--- src/rtl/z80_io_bridge.sv ---
// z80_io_bridge
//   Front end between raw Z80 I/O strobes and the VDP CPU port. The chip
//   selects are synchronised and glitch-filtered. A small FSM then issues
//   exactly one single-cycle request per Z80 bus cycle, with the port select
//   and write data latched. For reads, VDP data is captured RD_LAT cycles
//   after the request and is held for the Z80 bus driver until the read
//   strobe releases.
//
// Parameters
//   FILTER_LEN  identical synchronised samples needed to move a filtered strobe (1..15)
//   RD_LAT      clk cycles from req to capture of dbi (1..7)
//
// Ports
//   clk        27 MHz pixel/VDP clock
//   reset      synchronous, active-high
//   csr_n      raw chip-select-read, active-low, asynchronous
//   csw_n      raw chip-select-write, active-low, asynchronous
//   mode       raw port select, sampled only at the request edge
//   cd_in      raw Z80 data bus, sampled only at the request edge
//   req        single-cycle request to the VDP
//   wrt        1 = write, valid only while req = 1
//   adr        latched port select
//   dbo        latched write data
//   dbi        VDP read data
//   cd_out     read data for the Z80 bus driver (holds when cd_oe = 0)
//   cd_oe      drive enable for cd_out
//   collision  single-cycle pulse when both strobes go active together

module z80_io_bridge #(
  parameter int unsigned FILTER_LEN = 3,
  parameter int unsigned RD_LAT     = 2
) (
  input  logic       clk,
  input  logic       reset,
  input  logic       csr_n,
  input  logic       csw_n,
  input  logic [1:0] mode,
  input  logic [7:0] cd_in,
  output logic       req,
  output logic       wrt,
  output logic [1:0] adr,
  output logic [7:0] dbo,
  input  logic [7:0] dbi,
  output logic [7:0] cd_out,
  output logic       cd_oe,
  output logic       collision
);

  typedef enum logic [1:0] {
    IDLE,
    RDWAIT,
    HOLD
  } state_t;

  localparam logic [3:0] FILT_LAST = 4'(FILTER_LEN - 1);
  localparam logic [2:0] LAT_LOAD  = 3'(RD_LAT - 1);

  // Index 0 = read strobe, index 1 = write strobe.
  logic [1:0] sync1;
  logic [1:0] sync2;
  logic [1:0] filt;
  logic [3:0] filt_cnt [2];

  logic fr_n;
  logic fw_n;

  assign fr_n = filt[0];
  assign fw_n = filt[1];

  // --------------------------------------------------------------------------
  // Synchroniser and glitch filter
  // --------------------------------------------------------------------------
  // The filtered value only moves after FILTER_LEN consecutive samples that
  // disagree with it; any agreeing sample restarts the count.
  always_ff @(posedge clk) begin
    // NOTE: state is updated with non-blocking assignments so every flop
    // samples the values from before the edge, whatever the statement order.
    if (reset) begin
      sync1       <= 2'b11;
      sync2       <= 2'b11;
      filt        <= 2'b11;
      filt_cnt[0] <= '0;
      filt_cnt[1] <= '0;
    end else begin
      sync1 <= {csw_n, csr_n};
      sync2 <= sync1;
      for (int i = 0; i < 2; i++) begin
        if (sync2[i] == filt[i]) begin
          filt_cnt[i] <= '0;
        end else if (filt_cnt[i] == FILT_LAST) begin
          filt[i]     <= sync2[i];
          filt_cnt[i] <= '0;
        end else begin
          filt_cnt[i] <= filt_cnt[i] + 4'd1;
        end
      end
    end
  end

  // --------------------------------------------------------------------------
  // Bus-cycle FSM
  // --------------------------------------------------------------------------
  state_t     state,     state_nx;
  logic [2:0] lat_cnt,   lat_cnt_nx;
  logic       req_nx;
  logic       wrt_nx;
  logic [1:0] adr_nx;
  logic [7:0] dbo_nx;
  logic [7:0] cd_out_nx;
  logic       cd_oe_nx;
  logic       collision_nx;

  always_comb begin
    // NOTE: every output gets a default before the case so that no path
    // leaves one unassigned, which would otherwise infer a latch.
    state_nx     = state;
    lat_cnt_nx   = lat_cnt;
    req_nx       = 1'b0;
    wrt_nx       = 1'b0;
    adr_nx       = adr;
    dbo_nx       = dbo;
    cd_out_nx    = cd_out;
    cd_oe_nx     = cd_oe;
    collision_nx = 1'b0;

    unique case (state)
      IDLE: begin
        cd_oe_nx = 1'b0;
        unique case ({fr_n, fw_n})
          2'b10: begin
            req_nx   = 1'b1;
            wrt_nx   = 1'b1;
            adr_nx   = mode;
            dbo_nx   = cd_in;
            state_nx = HOLD;
          end
          2'b01: begin
            req_nx     = 1'b1;
            adr_nx     = mode;
            lat_cnt_nx = LAT_LOAD;
            state_nx   = RDWAIT;
          end
          2'b00: begin
            // Both strobes qualified on the same edge: flag it. Do not
            // guess a direction.
            collision_nx = 1'b1;
            state_nx     = HOLD;
          end
          default: ;
        endcase
      end

      RDWAIT: begin
        cd_oe_nx = 1'b0;
        if (fr_n) begin
          // Z80 gave up on the read before the data arrived.
          state_nx = HOLD;
        end else if (lat_cnt == 3'd0) begin
          cd_out_nx = dbi;
          cd_oe_nx  = 1'b1;
          state_nx  = HOLD;
        end else begin
          lat_cnt_nx = lat_cnt - 3'd1;
        end
      end

      HOLD: begin
        if (fr_n) begin
          cd_oe_nx = 1'b0;
        end
        // Both strobes must release before a new access can start, so a
        // strobe changing type while held does not produce a second request.
        if (fr_n && fw_n) begin
          state_nx = IDLE;
        end
      end

      default: begin
        state_nx = IDLE;
        cd_oe_nx = 1'b0;
      end
    endcase
  end

  always_ff @(posedge clk) begin
    if (reset) begin
      state     <= IDLE;
      lat_cnt   <= '0;
      req       <= 1'b0;
      wrt       <= 1'b0;
      adr       <= '0;
      dbo       <= '0;
      cd_out    <= '0;
      cd_oe     <= 1'b0;
      collision <= 1'b0;
    end else begin
      state     <= state_nx;
      lat_cnt   <= lat_cnt_nx;
      req       <= req_nx;
      wrt       <= wrt_nx;
      adr       <= adr_nx;
      dbo       <= dbo_nx;
      cd_out    <= cd_out_nx;
      cd_oe     <= cd_oe_nx;
      collision <= collision_nx;
    end
  end

endmodule

--- config.mk ---
export PLATFORM = sky130hd
export DESIGN_NAME = z80_io_bridge
export DESIGN_NICKNAME = d
export VERILOG_FILES = /design/src/rtl/z80_io_bridge.sv
export SDC_FILE = /design/constraint.sdc
export NUM_CORES = 1
export LEC_CHECK = 0
export CAP_MARGIN = 30
export CORE_MARGIN = 3
export CORE_UTILIZATION = 48
export DETAILED_ROUTE_END_ITERATION = 8
export PLACE_DENSITY_LB_ADDON = 0.3
export RECOVER_POWER = 100
export SKIP_CTS_REPAIR_TIMING = 1
export SYNTH_ARGS = -nofsm -noshare
export SYNTH_HDL_FRONTEND = slang
export SYNTH_SLANG_ARGS = --single-unit
export TNS_END_PERCENT = 1
--- constraint.sdc ---
create_clock -name clk -period 1.9 [get_ports clk]
set_input_delay 0.19 -clock clk [delete_from_list [all_inputs] [get_ports clk]]
set_output_delay 0.19 -clock clk [all_outputs]
set_load 0.02 [all_outputs]
=== Word level (Yosys, flattened, before mapping) ===
Memories as Yosys holds them, arrays and structs flattened.
Index checks and enable logic that the tools add are counted.

* Register bits: 33
* Memory bits (writable): 8
* Bits of input ports: 22
* Output and inout port bits: 22
* Logic and storage cells: 103
* Memories kept: 1

{| class="wikitable"
|+ Memories
! memory !! depth !! bits a word !! rd ports !! clocked after memory_dff !! write ports !! line !! RTL
|-
| filt_cnt || 2 || 4 || 2 || 0 || 2 || 62 || <nowiki>logic [3:0] filt_cnt [2];</nowiki>
|}

* $add $sub $neg: 3
* Eq/ne operators: 15
* Mux-type cells: 46
* Bitwise logic cells: 10
* Reductions and logical operators: 15

{| class="wikitable"
|+ Operators by type and width
! operator !! count
|-
| $mux 1 || 30
|-
| $mux 4 || 6
|-
| $mux 3 || 3
|-
| $add 4x1->4 const B || 2
|-
| $eq 4x2->1 const B || 2
|-
| $ne 2x2->1 const B || 4
|-
| $reduce_and 2->1 || 4
|-
| $mux 2 || 3
|-
| $or 1x1->1 || 6
|-
| $pmux 2 s3 || 1
|-
| $pmux 3 s2 || 1
|-
| $reduce_and 3->1 || 2
|-
| $reduce_or 2->1 || 3
|-
| $eq 2x1->1 const B || 2
|-
| $eq 2x2->1 const B || 2
|-
| $logic_not 2->1 || 2
|-
| $not 1->1 || 4
|-
| $pmux 2 s2 || 1
|-
| $reduce_and 4->1 || 1
|-
| $logic_not 3->1 || 1
|-
| $ne 3x2->1 const B || 1
|-
| $ne 3x3->1 const B || 1
|-
| $sub 3x1->3 const B || 1
|-
| $eq 1x1->1 || 2
|-
| 4 further kinds || 4
|}

=== Logic depth before layout (Yosys ltp) ===
Gate-level depths: netlist of the first run.

* Depth in word-level cells: 7
* Gate-level depth with buffers: 7
* Gate-level depth less buffers: 6

=== Worst setup path before layout of the first run ===
OpenSTA, ideal clock, no wires.

* Kind: reg-to-reg
* Start: register lat_cnt[0]
* End: register cd_out[0]
* Library setup time: 0.128 ns
* Arrival time: 1.301 ns
* Data required time: 1.772 ns
* Slack: 0.471 ns
* Stages on the path, launching flop included: 8
* Buffers on the path: 1
* Period minus slack after synthesis: 1.429 ns
* Cells stage by stage: dfxtp_1 -> inv_1 -> ha_1 -> ha_1 -> and4bb_1 -> buf_4 -> mux2i_1 -> nor2_1

* Longest elaborated chain between the ends: 2

{| class="wikitable"
|+ Ends and longest elaborated chain
! element !! line !! RTL
|-
| start, declared || 104 || <nowiki>logic [2:0] lat_cnt, lat_cnt_nx;</nowiki>
|-
| start signal, assigned || 198 || <nowiki>lat_cnt <= lat_cnt_nx;</nowiki>
|-
| $logic_not 3->1 || 158 || <nowiki>end else if (lat_cnt == 3'd0) begin</nowiki>
|-
| $reduce_and 3->1 (no line) || - ||
|-
| end signal, assigned || 203 || <nowiki>cd_out <= cd_out_nx;</nowiki>
|-
| end, declared || 44 || <nowiki>output logic [7:0] cd_out,</nowiki>
|}

No other way between the ends.
A chain may end at the register's enable or synchronous reset.

=== Worst setup path after layout of the first run ===
* Start: register lat_cnt[0]
* End: register cd_out[6]

The elaborated chain is that of the path after synthesis.

==> metrics list, run 1 <==
* Result of the run: complete, no violations
- The repair_antennas step left the layout with diodes totalling 0.
- Starting density of the core: 50.7%
- Final weighted congestion in routability-driven placement: 0.691
- Io pins: 44
- The commonest cells after synthesis are 33 x sky130_fd_sc_hd__dfxtp_1, 32 x sky130_fd_sc_hd__nor2_1, 18 x sky130_fd_sc_hd__mux2i_1.
- Subtracting the final worst setup slack from the clock period gives 1.73 ns.
* Synth async-reset ratio: 0%
- At the worst endpoint, the required time is 2.14 ns.
* Sequential cell fraction of total power: 60.4%
- Number of placed cells counting well taps: 251
* Via density per instance: 4.81
- The clock drives 41 sinks.
- Capturing instance or port of the critical path: cd_out[6]
- Non-filler cells, final: 259
* Worst skew pair latency: 0.35 ns
- Antenna violations before repair: 0
* Vert. Die Dim: 65.8 um
- Total power draw: 0.00156 W
- Filler Cells Inserted: 275
- The number of global-route vias before repair is 1,347.
- #FFs+latches synth: 41
- Synthesized area per cell: 10.7 sq um
- Of the total power, the share spent switching nets is 23.3%.
* Distinct cells, synth: 33
- In the synthesized netlist the dominant register cell turns out to be sky130_fd_sc_hd__dfxtp_1.
- Counting the buffers created by CTS gives 5.
- Yosys instantiated no cell more often than sky130_fd_sc_hd__dfxtp_1.
- For this block, the via count after detailed routing is 1,246.
- In this run, the combinational gates consume 11.1% of the power.
- ANT nets after route: 0
- Number of cell instances on the worst register-to-register path: 6
* Post-route clock period utilization: 91.1%
* Largest buffer count on any clock path: 2
* Routed wirelength normalized by instance count: 12.8 um
- Data arrives at the worst endpoint at 1.97 ns.
- Entering global routing, the biggest net connects 33 pins.
* DIE AREA: 4330 sq um
- Cell chosen for the clock root: sky130_fd_sc_hd__clkbuf_4
- DRC violations left: 0
- Yosys mapped a number of flops with a built-in enable equal to 8.
- Synthesis-to-layout area growth: 31.5%
- Of the cells placed in the final design, the portion with a size suffix greater than 1 is 5.63%.
- P_leak: 0.935 nW
* Worst VDD drop: 536 uV
- The first detailed-routing pass took 4 iterations.
- Wire length of the first global-routing pass: 5930 um
- Area fraction of the dominant cell type after synthesis: 38.5%
- STA classifies the critical path startpoint as a flop.
- In this run the worst path has a maximum fanout of 8.
- The mapped netlist covers 1720 sq um.
- The total overflow left after global routing is 0.
* Clock edge transition at the registers on the reported setup and hold paths: 0.11 ns
* Timing startpoint of the critical path: lat_cnt[0]
- For this run, the register share of the synthesized area comes to 52.4%.
- Maximum frequency from static timing analysis: 578 MHz
* Cell internal power dissipation: 0.00119 W
- For this design the ratio of total power to cell area is 690 nW/um^2.
- The clock network is responsible for 28.5% of the overall power.
- The min-delay analysis places its worst path in the category in2reg.
- The floorplan step set the die width to 65.8 um.
- In the post-synthesis netlist, the biggest area contributors are sky130_fd_sc_hd__dfxtp_1 38%, sky130_fd_sc_hd__edfxtp_1 14%, sky130_fd_sc_hd__mux2i_1 10%, sky130_fd_sc_hd__ha_1 7.3%, sky130_fd_sc_hd__nor2_1 7.0%.
* MaxCap Viol Count: 0
* Std cell rows: 21
* Total global routing track utilization: 18.4%
- Counting every instance in the synthesized netlist gives 161.
* Count of pins over their slew limit: 0
- The critical path in this run is classified as reg2reg.
- Buffers placed on the I/O ports in this run total 43.
* Total wire length: 3310 um
- Detailed placement ended at an HPWL of 2510 um.
- Clock skew on the completed layout was measured at 0.00566 ns.
* CTS HTree Levels: 2
- Slack of the worst reg-to-reg path: 0.17 ns
- Count of final hold-check violations: 0
* Number of violations reported at the end of detailed-routing iteration 0: 56
- At the end of the flow, the number of nets in the layout was 244.
- The biggest area contributor in the post-synthesis netlist is sky130_fd_sc_hd__dfxtp_1.
- Setup repair after global routing left no endpoint under its margin.
- Number of setup violations in the final report: 0
- STA classifies the critical path endpoint as a flop.
- Along the worst hold path, the cell count comes to 2.
* Post-route setup TNS: 0 ns
* Core Region: 3390 sq um
- TritonCTS clock tree: yes
- Switching power total: 0.000364 W
- The worst register-to-register path ends at cd_out[6].
- The Yosys step of the flow raised 0 warnings.
* R2R Path Start: lat_cnt[0]
==> critical path: stages, from the launching register on <==
cell and delay [ns]:
sky130_fd_sc_hd__dfxtp_1 0.34, sky130_fd_sc_hd__inv_1 0.06, sky130_fd_sc_hd__ha_1 0.15, sky130_fd_sc_hd__ha_1 0.24
sky130_fd_sc_hd__and4bb_1 0.52, sky130_fd_sc_hd__mux2i_1 0.25, sky130_fd_sc_hd__nor2_1 0.05
==> layer usage <==
layer / vias up / wire, um / GRT usage, %
li1: 633 / - / -
met1: 575 / 1460 / 20.8
met2: 32 / 1600 / 30.8
met3: 6 / 192 / 7.31
met4: 0 / 61 / 6.99
met5: - / 0 / 0
==> per-stage QoR <==
| step | utilization, % | hold slack (ns) | setup WS (ns) | cell area (sq um) |
|---|---|---|---|---|
| final | 66.6 | 0.394 | 0.169 | 2260 |
| after CTS | 66.8 | 0.383 | 0.153 | 2260 |
| after global placement | 65.0 | 0.400 | 0.289 | 2200 |
| after global routing | 66.6 | 0.386 | 0.0318 | 2260 |
| after floorplan | - | 0.287 | 0.471 | 1740 |
| after detailed placement | 65.0 | 0.399 | 0.181 | 2200 |
==> kinds of logic (layout without fill, tap and decap cells) <==
family / after synthesis / after routing / share of synthesized area, %
XOR/XNOR: 6 / 6 / 3.06
AO/OA/AOI/OAI: 12 / 12 / 4.73
AND/OR/NAND/NOR: 58 / 58 / 17.8
flip-flops: 41 / 41 / 52.4
multiplexers: 18 / 18 / 10.5
adder cells (fa/ha/maj): 10 / 10 / 7.28
other: 1 / 8 / 0.218
buffers and inverters: 15 / 60 / 4.01
==> area by class of cell <==
| cell class | instances | area, sq um | share of cell area, % |
|---|---|---|---|
| inverters | 7 | 26.3 | 1.16 |
| well taps | 46 | 57.6 | 2.55 |
| repair buffers | 45 | 445 | 19.7 |
| flip-flops and latches | 41 | 901 | 39.9 |
| multi-input cells | 112 | 769 | 34.1 |
| clock buffers | 8 | 58.8 | 2.60 |
==> power groups by stage <==
stage | Clock (W) | Sequential [W] | Combinational, W
2_1_floorplan | 0 | 0.000964 | 0.0000909
3_3_place_gp | 0 | 0.000960 | 0.000171
3_5_place_dp | 0 | 0.000962 | 0.000178
4_1_cts | 0.000458 | 0.000942 | 0.000179
5_1_grt | 0.000501 | 0.000947 | 0.000191
6_report | 0.000444 | 0.000941 | 0.000172
==> layout by cell type, fill, tap and decap left out, drive strengths merged, types with 2 or more instances in the layout <==
| master | synthesis | layout |
|---|---|---|
| dfxtp | 33 | 33 |
| nor2 | 32 | 32 |
| dlygate4sd3 | 0 | 23 |
| clkdlybuf4s50 | 0 | 20 |
| mux2i | 18 | 18 |
| ha | 10 | 10 |
| edfxtp | 8 | 8 |
| conb | 1 | 8 |
| clkbuf | 4 | 8 |
| inv | 7 | 7 |
| nor3 | 4 | 4 |
| a21oi | 4 | 4 |
| xnor2 | 4 | 4 |
| nor3b | 4 | 4 |
| or2 | 4 | 4 |
| a211o | 3 | 3 |
| nor2b | 2 | 2 |
| nand2 | 2 | 2 |
| o31ai | 2 | 2 |
| and2 | 2 | 2 |
| or3 | 2 | 2 |
| nand3 | 2 | 2 |
| xor2 | 2 | 2 |
| buf | 4 | 2 |
| nor4b | 2 | 2 |
==> flip-flops by register name (all words and copies together) (netlist names) <==
register and flops:
cd_out 8, dbo 8, filt_cnt 8, lat_cnt 3, adr 2, filt 2
state 2, sync1 2, sync2 2, cd_oe 1, collision 1, req 1
wrt 1
==> how the worst min path moves through the flow <==
stage,to,start
4_1_cts,sync1[0],csr_n
6_report,sync1[0],csr_n
3_3_place_gp,sync2[0],sync1[0]
3_5_place_dp,sync2[1],sync1[1]
2_1_floorplan,sync1[1],csw_n
5_1_grt,sync1[1],csw_n
Note: power is estimated with default switching activity, not from simulation.
==> run 2, diff against run 1 <==
ABC_AREA = 1   (was not set)
==> run 2 against run 1 <==
  * Synthesized cell count increased by 27%
  * Count of clock-buffer cells in the layout unchanged
  * Critical path depth grew 2
  * Final area up 4.4%
  * Combinational power rose to 3.0 times the previous value
  * Critical endpoint is now cd_out[5]
==> metrics list, run 2 <==
* Share of synthesized area spent on multiplexers: 0%
- Between clock sinks in the finished design, the worst skew comes to 0.00560 ns.
- CP Capture Type: flop
* Required time of the critical path: 2.09 ns
* XOR/XNOR Fraction of Synth Area: 1.99%
* R2R Path Start: lat_cnt[0]
- Layout cell share with drive strength beyond 1: 8.05%
* #FFs+latches synth: 41
* Worst VDD drop: 631 uV
- In the final layout, the multi-input gates occupy 786 sq um.
- Antenna violations before repair: 0
- In this run the power density over the cells is 937 nW/um^2.
- For this block, the via count after detailed routing is 1,450.
* Core Region: 3440 sq um
* Distinct cells, synth: 28
- Pre-Repair DR Iteration Count: 4
- In this run the tool buffered the top-level ports with 43 buffer cells.
* Utilization after layout: 68.5%
- Total wire length: 3470 um
* Top cells by area in the synthesized netlist: sky130_fd_sc_hd__dfxtp_1 38%, sky130_fd_sc_hd__edfxtp_1 14%, sky130_fd_sc_hd__nor2_1 13%, sky130_fd_sc_hd__ha_1 7.1%, sky130_fd_sc_hd__o21ai_0 5.4%
- The flow ran to the end, and the final reports show no timing, DRC or antenna violations.
- Synthesis-to-layout area growth: 33.8%
- Cell chosen for the clock root: sky130_fd_sc_hd__clkbuf_8
* Top flop regs: cd_out x8, dbo x8, filt_cnt x8
* P_leak: 1.11 nW
- For the finished layout, the period the worst path requires is 1.60 ns.
- Most common cell after layout, fill and taps aside: sky130_fd_sc_hd__nor2_1
- For this run, the slowest stage of the critical path takes 0.32 ns.
- In the synthesized netlist the async set-or-reset flop fraction comes to 0%.
* CTS HTree Levels: 2
- Routability-driven placement finished with a final weighted congestion of 0.799.
- The path with the worst hold slack has its endpoint at sync2[0].
* Post-synthesis cell area: 1760 sq um
- After synthesis, flip-flops and latches occupy 51.1% of the total area.
- Std cell rows: 21
- Largest net degree at the start of global routing: 21
* Starting density of the core: 51.2%
- DP Wirelength: 2660 um
* Count of final hold-check violations: 0
* Source of the worst hold timing path: sync1[0]
* Synthesized-area fraction occupied by and/or/nand/nor cells: 27.5%
- Vias in the first global route: 1,418
- Vert. Die Dim: 66.6 um
* DIE AREA: 4430 sq um
- Total area of sequential cells: 901 sq um
- Io pins: 44
* Post-synthesis share of cell area spent on full adders, half adders and majority gates: 7.10%
- Total global routing track utilization: 17.7%
- The worst register-to-register path has a setup slack of 0.30 ns.
* DRC violations left: 0
- By area, the combinational part of the netlist is dominated by simple AND/OR/NAND/NOR gates.
- In this run the deepest clock path goes through 2 buffers.
- Routed wirelength normalized by instance count: 11.3 um
- CP startpoint kind: flop
- Counting flops with a built-in enable in the synthesized netlist gives 8.
- Counting instances in the post-synthesis netlist gives the leading cell types as 62 x sky130_fd_sc_hd__nor2_1, 33 x sky130_fd_sc_hd__dfxtp_1, 19 x sky130_fd_sc_hd__o21ai_0.
- Once detail routing completed, the nets flagged for antenna violations numbered 0.
* Maximum frequency from static timing analysis: 626 MHz
* X dimension of the die: 66.6 um
* Final antenna diode count: 0
- Traced cell by cell, the critical path runs through inv_1 -> ha_1 -> ha_1 -> nand3b_1 -> nor2_8 -> inv_1 -> nor2_1 -> nor2_1.
- Data arrives at the worst endpoint at 1.78 ns.
* Synthesized area per cell: 8.64 sq um
- Filler Cells Inserted: 287
- Count leader, synth: sky130_fd_sc_hd__nor2_1
- Across the run, the number of max-cap violations was 0.
- After synthesis, the largest area contributor takes up 37.5% of total cell area.
- The final critical path takes up 84.0% of the cycle.
- The largest individual stage delay along the critical path comes from the cell sky130_fd_sc_hd__dfxtp_1.
* Number of stages on the worst hold path: 1
- RSZ-0062 raised after global routing: false
- Number of violations reported at the end of detailed-routing iteration 0: 50
- Number of cell instances on the worst register-to-register path: 8
- TritonCTS built the clock tree.
- Number of setup violations in the final report: 0
- Clock edge transition at the registers on the reported setup and hold paths: 0.08 ns
* Most used DFF post-synth: sky130_fd_sc_hd__dfxtp_1
* Gate Count Post-Synth: 204
- Share of the synthesized area in compound gates (AO/OA/AOI/OAI): 7.46%
* Via density per instance: 4.72
- Post-route setup TNS: 0 ns
* Top cell type by total area after synthesis: sky130_fd_sc_hd__dfxtp_1
* Reg2Reg Capture Point: cd_out[5]
- The tightest hold path in the finished design has a slack of 0.424 ns.
- Yosys warnings: 0
- The critical path in this run is classified as reg2reg.
- The number of slew-limit violations in the final report came to 0.
* Wire length of the first global-routing pass: 6000 um
* Number of buffers inserted during clock tree synthesis: 5
- Worst skew pair latency: 0.29 ns
- The worst hold path belongs to the class reg2reg.
- Leaving out fill and tap cells, the most frequent cells in the layout are 62 x sky130_fd_sc_hd__nor2_1, 33 x sky130_fd_sc_hd__dfxtp_1, 23 x sky130_fd_sc_hd__dlygate4sd3_1, 20 x sky130_fd_sc_hd__clkdlybuf4s50_1.
* Crit path max fanout: 9
* Total power draw: 0.00221 W
- Aggregate global routing overflow: 0
- CTS sink count: 41
- Nets: 292
[run 2: kinds of logic (layout without fill, tap and decap cells)]
logic type / after synthesis / after routing
compound gates: 25 / 25
xor+xnor: 4 / 4
fa+ha+maj: 10 / 10
buf+inv: 18 / 68
flops: 41 / 41
other cells: 1 / 8
simple gates: 105 / 105
[run 2: power breakdown]
group          internal (W)  switching, W
clock network      0.000375      0.000290
registers          0.000967     0.0000559
logic              0.000218      0.000303
total               0.00156      0.000649
[run 2: worst max-delay path, delay by kind of cell (launching register included)]
kind                     cells  cell delay [ns]
buffers and inverters        2             0.24
adder cells (fa/ha/maj)      2             0.33
flip-flops                   1             0.32
AND/OR/NAND/NOR              4             0.60
[run 2: per-stage QoR]
step | std cells | cell area [sq um] | setup slack, ns
global placement | 299 | 2270 | 0.514
CTS | 307 | 2380 | 0.437
global route | 307 | 2360 | 0.141
floorplan | 211 | 1790 | 0.408
detailed placement | 299 | 2270 | 0.486
finish | 307 | 2360 | 0.303
[run 2: area by class of cell]
| class | count | area share, % |
|---|---|---|
| tap | 46 | 2.44 |
| multi-input combinational | 152 | 33.3 |
| timing repair buffer | 46 | 19.1 |
| clock buffer | 8 | 4.72 |
| sequential | 41 | 38.2 |
| inverter | 14 | 2.23 |
[run 2: how the worst max path moves through the flow]
| stage | start | endpoint | slack, ns | depth (start not counted) |
|---|---|---|---|---|
| CTS | cd_oe | cd_oe | 0.44 | 1 |
| finish | lat_cnt[0] | cd_out[5] | 0.30 | 8 |
| floorplan | filt[0] | state[1] | 0.41 | 8 |
| global placement | reset | filt_cnt[0][3] | 0.51 | 5 |
| global route | lat_cnt[0] | cd_out[1] | 0.14 | 8 |
| detailed placement | filt[1] | state[0] | 0.49 | 8 |
[run 2: routing by layer]
metal | wire [um] | GRT usage (%)
met5 | 0 | 0
met4 | 44 | 6.09
met3 | 306 | 8.09
met2 | 1540 | 27.8
met1 | 1580 | 21.3
